**config.mk**
```make
export PLATFORM = sky130hd
export DESIGN_NAME = seven_seg_scan_ctrl
export DESIGN_NICKNAME = d
export VERILOG_FILES = /design/src/rtl/seven_seg_scan_ctrl.sv
export SDC_FILE = /design/constraint.sdc
export NUM_CORES = 1
export LEC_CHECK = 0
export ABC_CLOCK_PERIOD_IN_PS = 5000
export CAP_MARGIN = 25
export CORE_MARGIN = 3
export CORE_UTILIZATION = 49
export CTS_CLUSTER_SIZE = 25
export DETAILED_ROUTE_END_ITERATION = 16
export PLACE_DENSITY = 0.74
export RECOVER_POWER = 100
export SYNTH_ARGS = -nofsm -noshare
export SYNTH_HDL_FRONTEND = slang
export SYNTH_SLANG_ARGS = --single-unit
export TNS_END_PERCENT = 5
```
**constraint.sdc**
```tcl
create_clock -name clk -period 5 [get_ports clk]
set_clock_uncertainty 0.15 [all_clocks]
set_input_delay 1 -clock clk [delete_from_list [all_inputs] [get_ports clk]]
set_output_delay 1 -clock clk [all_outputs]
set_load 0.01 [all_outputs]
```
**src/rtl/seven_seg_scan_ctrl.sv**
```systemverilog
// seven_seg_scan_ctrl
// Time-multiplexed scan controller for common-anode 7-segment digits that share
// one BCD-to-7-segment decoder. Double-buffers the BCD value so the display only
// changes at frame boundaries, inserts an all-off gap between digits against
// ghosting, and computes leading-zero suppression itself because RBO cannot be
// chained across a multiplexed display.
module seven_seg_scan_ctrl #(
    parameter int NUM_DIGITS = 4,
    parameter int PRESCALE   = 1000,
    parameter int GAP_CYCLES = 2
) (
    input  logic                    clk,
    input  logic                    rst,
    input  logic                    en,
    input  logic                    load,
    input  logic [4*NUM_DIGITS-1:0] bcd_in,
    input  logic                    lz_en,
    input  logic                    lamp_test,
    input  logic                    blank,
    output logic [NUM_DIGITS-1:0]   dig_n,
    output logic [3:0]              dec_bcd,
    output logic                    dec_lt,
    output logic                    dec_bi,
    output logic                    dec_rbi,
    output logic                    frame_done
);

    localparam int CNT_RANGE = (PRESCALE > GAP_CYCLES) ? PRESCALE : GAP_CYCLES;
    localparam int CNT_W     = $clog2((CNT_RANGE > 2) ? CNT_RANGE : 2);
    localparam int IDX_W     = $clog2(NUM_DIGITS);

    localparam logic [IDX_W-1:0] IDX_TOP  = IDX_W'(NUM_DIGITS - 1);
    localparam logic [CNT_W-1:0] PRE_LAST = CNT_W'(PRESCALE - 1);
    localparam logic [CNT_W-1:0] GAP_LAST = CNT_W'((GAP_CYCLES > 0) ? GAP_CYCLES - 1 : 0);

    typedef enum logic [1:0] {
        S_IDLE  = 2'd0,
        S_DRIVE = 2'd1,
        S_GAP   = 2'd2
    } state_t;

    state_t                  r_state, w_nxt_state;
    logic [IDX_W-1:0]        r_idx, w_nxt_idx;
    logic [CNT_W-1:0]        r_cnt, w_nxt_cnt;

    logic [4*NUM_DIGITS-1:0] r_pending, r_active, w_act_next;
    logic [NUM_DIGITS-1:0]   r_pend_mask, r_mask, w_mask_next, w_lz_mask;
    logic                    r_pend_flag;
    logic                    w_enter_drive, w_copy;

    logic [NUM_DIGITS-1:0]   r_dig_n, w_nxt_dig_n;
    logic [3:0]              r_bcd, w_nxt_bcd;
    logic                    r_lt, w_nxt_lt;
    logic                    r_bi, w_nxt_bi;
    logic                    r_rbi, w_nxt_rbi;
    logic                    r_fd, w_nxt_fd;

    assign dig_n      = r_dig_n;
    assign dec_bcd    = r_bcd;
    assign dec_lt     = r_lt;
    assign dec_bi     = r_bi;
    assign dec_rbi    = r_rbi;
    assign frame_done = r_fd;

    // Suppression mask of the incoming value: a digit is blanked while it and every more significant digit are zero; digit 0 always shows.
    always_comb begin
        logic v_run;
        w_lz_mask = '0;
        v_run     = lz_en;
        for (int i = NUM_DIGITS - 1; i >= 1; i--) begin
            v_run        = v_run & (bcd_in[4*i +: 4] == 4'd0);
            w_lz_mask[i] = v_run;
        end
    end

    // Scan sequencing and next output values; outputs are computed from the next state so they are registered alongside it.
    always_comb begin
        logic v_adv;
        w_nxt_state   = r_state;
        w_nxt_idx     = r_idx;
        w_nxt_cnt     = r_cnt;
        w_nxt_fd      = 1'b0;
        w_enter_drive = 1'b0;
        v_adv         = 1'b0;

        if (!en) begin
            w_nxt_state = S_IDLE;
            w_nxt_idx   = IDX_TOP;
            w_nxt_cnt   = '0;
        end else begin
            case (r_state)
                S_IDLE: begin
                    w_nxt_state   = S_DRIVE;
                    w_nxt_idx     = IDX_TOP;
                    w_nxt_cnt     = '0;
                    w_enter_drive = 1'b1;
                end
                S_DRIVE: begin
                    if (r_cnt == PRE_LAST) begin
                        if (GAP_CYCLES > 0) begin
                            w_nxt_state = S_GAP;
                            w_nxt_cnt   = '0;
                        end else begin
                            v_adv = 1'b1;
                        end
                    end else begin
                        w_nxt_cnt = r_cnt + 1'b1;
                    end
                end
                S_GAP: begin
                    if (r_cnt == GAP_LAST) begin
                        v_adv = 1'b1;
                    end else begin
                        w_nxt_cnt = r_cnt + 1'b1;
                    end
                end
                default: begin
                    w_nxt_state = S_IDLE;
                    w_nxt_idx   = IDX_TOP;
                    w_nxt_cnt   = '0;
                end
            endcase
        end

        // Advancing from the last digit wraps to the MS digit and marks the frame boundary.
        if (v_adv) begin
            w_nxt_state   = S_DRIVE;
            w_nxt_cnt     = '0;
            w_enter_drive = 1'b1;
            if (r_idx == '0) begin
                w_nxt_idx = IDX_TOP;
                w_nxt_fd  = 1'b1;
            end else begin
                w_nxt_idx = r_idx - 1'b1;
            end
        end

        // Pending value becomes active only when a frame starts, so the display never tears.
        w_copy      = w_enter_drive && (w_nxt_idx == IDX_TOP) && r_pend_flag;
        w_act_next  = w_copy ? r_pending   : r_active;
        w_mask_next = w_copy ? r_pend_mask : r_mask;

        w_nxt_dig_n = '1;
        w_nxt_bcd   = r_bcd;
        w_nxt_lt    = r_lt;
        w_nxt_bi    = 1'b0;
        w_nxt_rbi   = r_rbi;
        if (w_nxt_state == S_DRIVE) begin
            w_nxt_dig_n[w_nxt_idx] = 1'b0;
            for (int i = 0; i < NUM_DIGITS; i++) begin
                if (w_nxt_idx == IDX_W'(i)) begin
                    w_nxt_bcd = w_act_next[4*i +: 4];
                end
            end
            w_nxt_rbi = ~w_mask_next[w_nxt_idx];
            w_nxt_lt  = ~lamp_test;
            w_nxt_bi  = lamp_test | ~blank;
        end
    end

    // State, digit index and dwell counter.
    always_ff @(posedge clk or posedge rst) begin
        if (rst) begin
            r_state <= S_IDLE;
            r_idx   <= IDX_TOP;
            r_cnt   <= '0;
        end else begin
            r_state <= w_nxt_state;
            r_idx   <= w_nxt_idx;
            r_cnt   <= w_nxt_cnt;
        end
    end

    // Double buffer: loads land in pending; active and its mask update only at frame start.
    always_ff @(posedge clk or posedge rst) begin
        if (rst) begin
            r_pending   <= '0;
            r_pend_mask <= '0;
            r_pend_flag <= 1'b0;
            r_active    <= '0;
            r_mask      <= '0;
        end else begin
            if (load) begin
                r_pending   <= bcd_in;
                r_pend_mask <= w_lz_mask;
                r_pend_flag <= 1'b1;
            end else if (w_copy) begin
                r_pend_flag <= 1'b0;
            end
            r_active <= w_act_next;
            r_mask   <= w_mask_next;
        end
    end

    // Registered decoder and digit-select outputs.
    always_ff @(posedge clk or posedge rst) begin
        if (rst) begin
            r_dig_n <= '1;
            r_bcd   <= 4'd0;
            r_lt    <= 1'b1;
            r_bi    <= 1'b0;
            r_rbi   <= 1'b1;
            r_fd    <= 1'b0;
        end else begin
            r_dig_n <= w_nxt_dig_n;
            r_bcd   <= w_nxt_bcd;
            r_lt    <= w_nxt_lt;
            r_bi    <= w_nxt_bi;
            r_rbi   <= w_nxt_rbi;
            r_fd    <= w_nxt_fd;
        end
    end

endmodule

```
==> results.json <==
{
  "status": "finished, violations left",
  "violations": "max-capacitance violations, max-slew violations",
  "drcViolationCount": 0,
  "ys_ff_latch": 66,
  "fin_crit_sh_pct": 85.86,
  "post-place-cells": 361,
  "drt-total-wl_mm": 5.503,
  "gp_congestion": 0.8625,
  "async_reset_ff_share_pct": 100.0,
  "grt_pass1_wl_mm": 9.646,
  "setup_slack_ps": 707.1,
  "syn_avg_cell_area_sq_um": 11.91,
  "fin_nets": 331,
  "period_minus_slack_ps": 4293,
  "synth-edff-count": 0,
  "critPathKind": "in -> reg",
  "grt_max_degree": 46,
  "cts_max_path_buffers": 2,
  "cp_max_fo": 17,
  "io_pins": 35,
  "ctsResizeCount": 0,
  "fin_setup_tns_ps": 0,
  "cp-endpoint": "dec_rbi$_DFFE_PP1N_",
  "antenna_found_initial": 0,
  "wire_per_inst_um": 14.60,
  "grt-ovfl-total": 0,
  "yosysSeqAreaShare_pct": 54.29,
  "core_sq_um": 5991,
  "rsz0062_at_grt": "no",
  "r2r_cells": 11,
  "ant_nets": 0,
  "drt_iter0_drc": 137,
  "area_delta_synth_final_pct": 18.85,
  "relSlewSlack_pct": -10.19,
  "clkLatencyLatePin_ps": 350,
  "n_antenna_cell": 0,
  "num-fill-cells": 494,
  "setup_viol": 0,
  "clock_sinks": 66,
  "maxSlewViolCount": 46,
  "numCtsBuffers": 9,
  "ys.flop_type": "dfrtp_1",
  "hpwl_mm": 3.915,
  "final_cell_area_sq_um": 3637,
  "cellPowerDensity_nw_per_um2": 358.1,
  "dp_slack_ps": 803.4,
  "worst_ep_arrival_time_ps": 4380,
  "cts_tree": "done",
  "numPortBuffers": 34,
  "tightest_slew_ps": 1651,
  "syn-num-nets": 291,
  "htree_levels": 3,
  "dieHeight_um": 85.03,
  "cp-end-kind": "flip-flop",
  "cap_violations": 1,
  "vias_per_cell": 5.286,
  "ctsHoldBuffers": 0,
  "first_global_vias": 2082,
  "groute.usage.overall_pct": 17.00,
  "post_cts_buffers": 0,
  "worstReg2RegEnd": "dec_rbi$_DFFE_PP1N_",
  "cts_root_buf": "clkbuf_8",
  "postPlaceCellArea_sq_um": 3473,
  "startpoint": "en",
  "p_leak_nw": 1.526,
  "clk_pin_slew_ps": 80,
  "chipWidth_um": 85.03,
  "vias": 1993,
  "total_power_w": 0.001302,
  "hold_viol_final": 0,
  "drive_gt1_share_pct": 20.53,
  "firstDrtPassIters": 4,
  "hold_start": "r_pend_flag$_DFFE_PP0P_",
  "die_area_sq_um": 7230,
  "min_path_type": "reg -> reg",
  "rows": 28,
  "syn_inst": 257,
  "yosysWarnings": 0,
  "ys_types": 43,
  "rr_startpoint": "r_cnt[2]$_DFFE_PP0P_",
  "initial_core_util_pct": 51.09,
  "stdcell_count": 377,
  "worst_setup_path_start_kind": "input port",
  "cp.required_ps": 5090,
  "syn-cell-area_sq_um": 3060,
  "r2r_setup_slack_ps": 1550,
  "ir_drop_mv": 0.3004,
  "max_freq_ghz": 0.2329
}
[worst min-delay path by stage]
stage,endpoint,depth (start not counted)
floorplan,r_pend_flag$_DFFE_PP0P_,1
global placement,r_pend_flag$_DFFE_PP0P_,1
detailed placement,r_pend_flag$_DFFE_PP0P_,1
CTS,r_pend_flag$_DFFE_PP0P_,1
global route,r_active[5]$_DFF_PP0_,1
finish,r_pend_flag$_DFFE_PP0P_,1
[sequential cells by signal, summed over array words and instances (netlist names)]
signal / flops
dig_n: 4
frame_done: 1
r_active: 16
r_state: 2
dec_bi: 1
r_pend_mask: 3
dec_bcd: 4
r_idx: 2
r_cnt: 10
dec_rbi: 1
r_pending: 16
r_mask: 4
dec_lt: 1
r_pend_flag: 1
[critical path, stage by stage]
cell and delay, ps:
dlygate4sd3_1 660, nor4b_1 650, and4_1 400, mux2_4 360, inv_1 110, ha_1 170, nand2_1 100, a21oi_4 220
buf_4 290, nand2_1 100, o221ai_1 180, a41oi_1 130
[layout by cell type, fill, tap and decap left out, types with 3 or more instances in the layout]
cell type and n:
nor4_1 3, and4_1 3, o21ai_0 6, ha_1 11, clkbuf_1 3, nand3_1 6
clkbuf_8 10, xor2_1 4, mux2_2 30, a21oi_1 14, dfstp_2 8, mux2i_1 6
nand2_1 16, clkdlybuf4s50_1 19, inv_1 14, dfrtp_1 58, xnor2_1 4, dlygate4sd3_1 15
nor2_1 32
[through the flow]
| step | util, % | hold slack [ps] |
|---|---|---|
| 2_1_floorplan | - | 299.6 |
| 3_3_place_gp | 57.98 | 322.1 |
| 3_5_place_dp | 57.98 | 319.5 |
| 4_1_cts | 61.36 | 335.9 |
| 5_1_grt | 60.71 | 368.0 |
| 6_report | 60.71 | 334.7 |
[cell families after synthesis]
kind of cell,Yosys count,synth area share [%]
AND/OR/NAND/NOR,77,13.78
flip-flops,66,54.29
multiplexers,40,14.84
AO/OA/AOI/OAI,32,6.909
buffers and inverters,23,3.393
adder cells (fa/ha/maj),11,4.497
XOR/XNOR,8,2.289
[final cells by class]
type	instances	area, sq um	share of cell area (%)
sequential	66	1662	45.68
multi-input combinational	168	1267	34.85
timing repair buffer	38	359.1	9.873
clock buffer	10	137.6	3.784
tap	75	93.84	2.580
clock inverter	6	65.06	1.789
inverter	14	52.55	1.445
[power by group]
part	leakage (nW)	total (W)	internal (W)	switching, W
registers	0.800	0.000644	0.000608	0.0000352
logic	0.624	0.000202	0.000110	0.0000920
clock network	0.103	0.000457	0.000244	0.000213
[layer usage]
metal | vias to the layer above | wire [um] | part of all wire, % | global-route usage (%)
met5 | - | 0 | 0 | 0
met1 | 976 | 2619 | 48 | 22.30
met3 | 9 | 221 | 4.0 | 5.049
met2 | 39 | 2605 | 47 | 27.12
met4 | 0 | 56 | 1.0 | 5.612
li1 | 969 | - | - | -
[synth_stat cells (5+ instances only)]
master | n | share of area [%]
o21ai_0 | 5 | 0.82
ha_1 | 11 | 4.5
dfrtp_1 | 58 | 47
inv_1 | 14 | 1.7
mux2i_1 | 6 | 2.0
mux2_2 | 31 | 11
nor2_1 | 32 | 3.9
dfstp_2 | 8 | 6.9
nand3_1 | 6 | 0.98
a21oi_1 | 12 | 2.0
clkbuf_1 | 5 | 0.61
nand2_1 | 16 | 2.0
(Power assumes the default switching activity.)
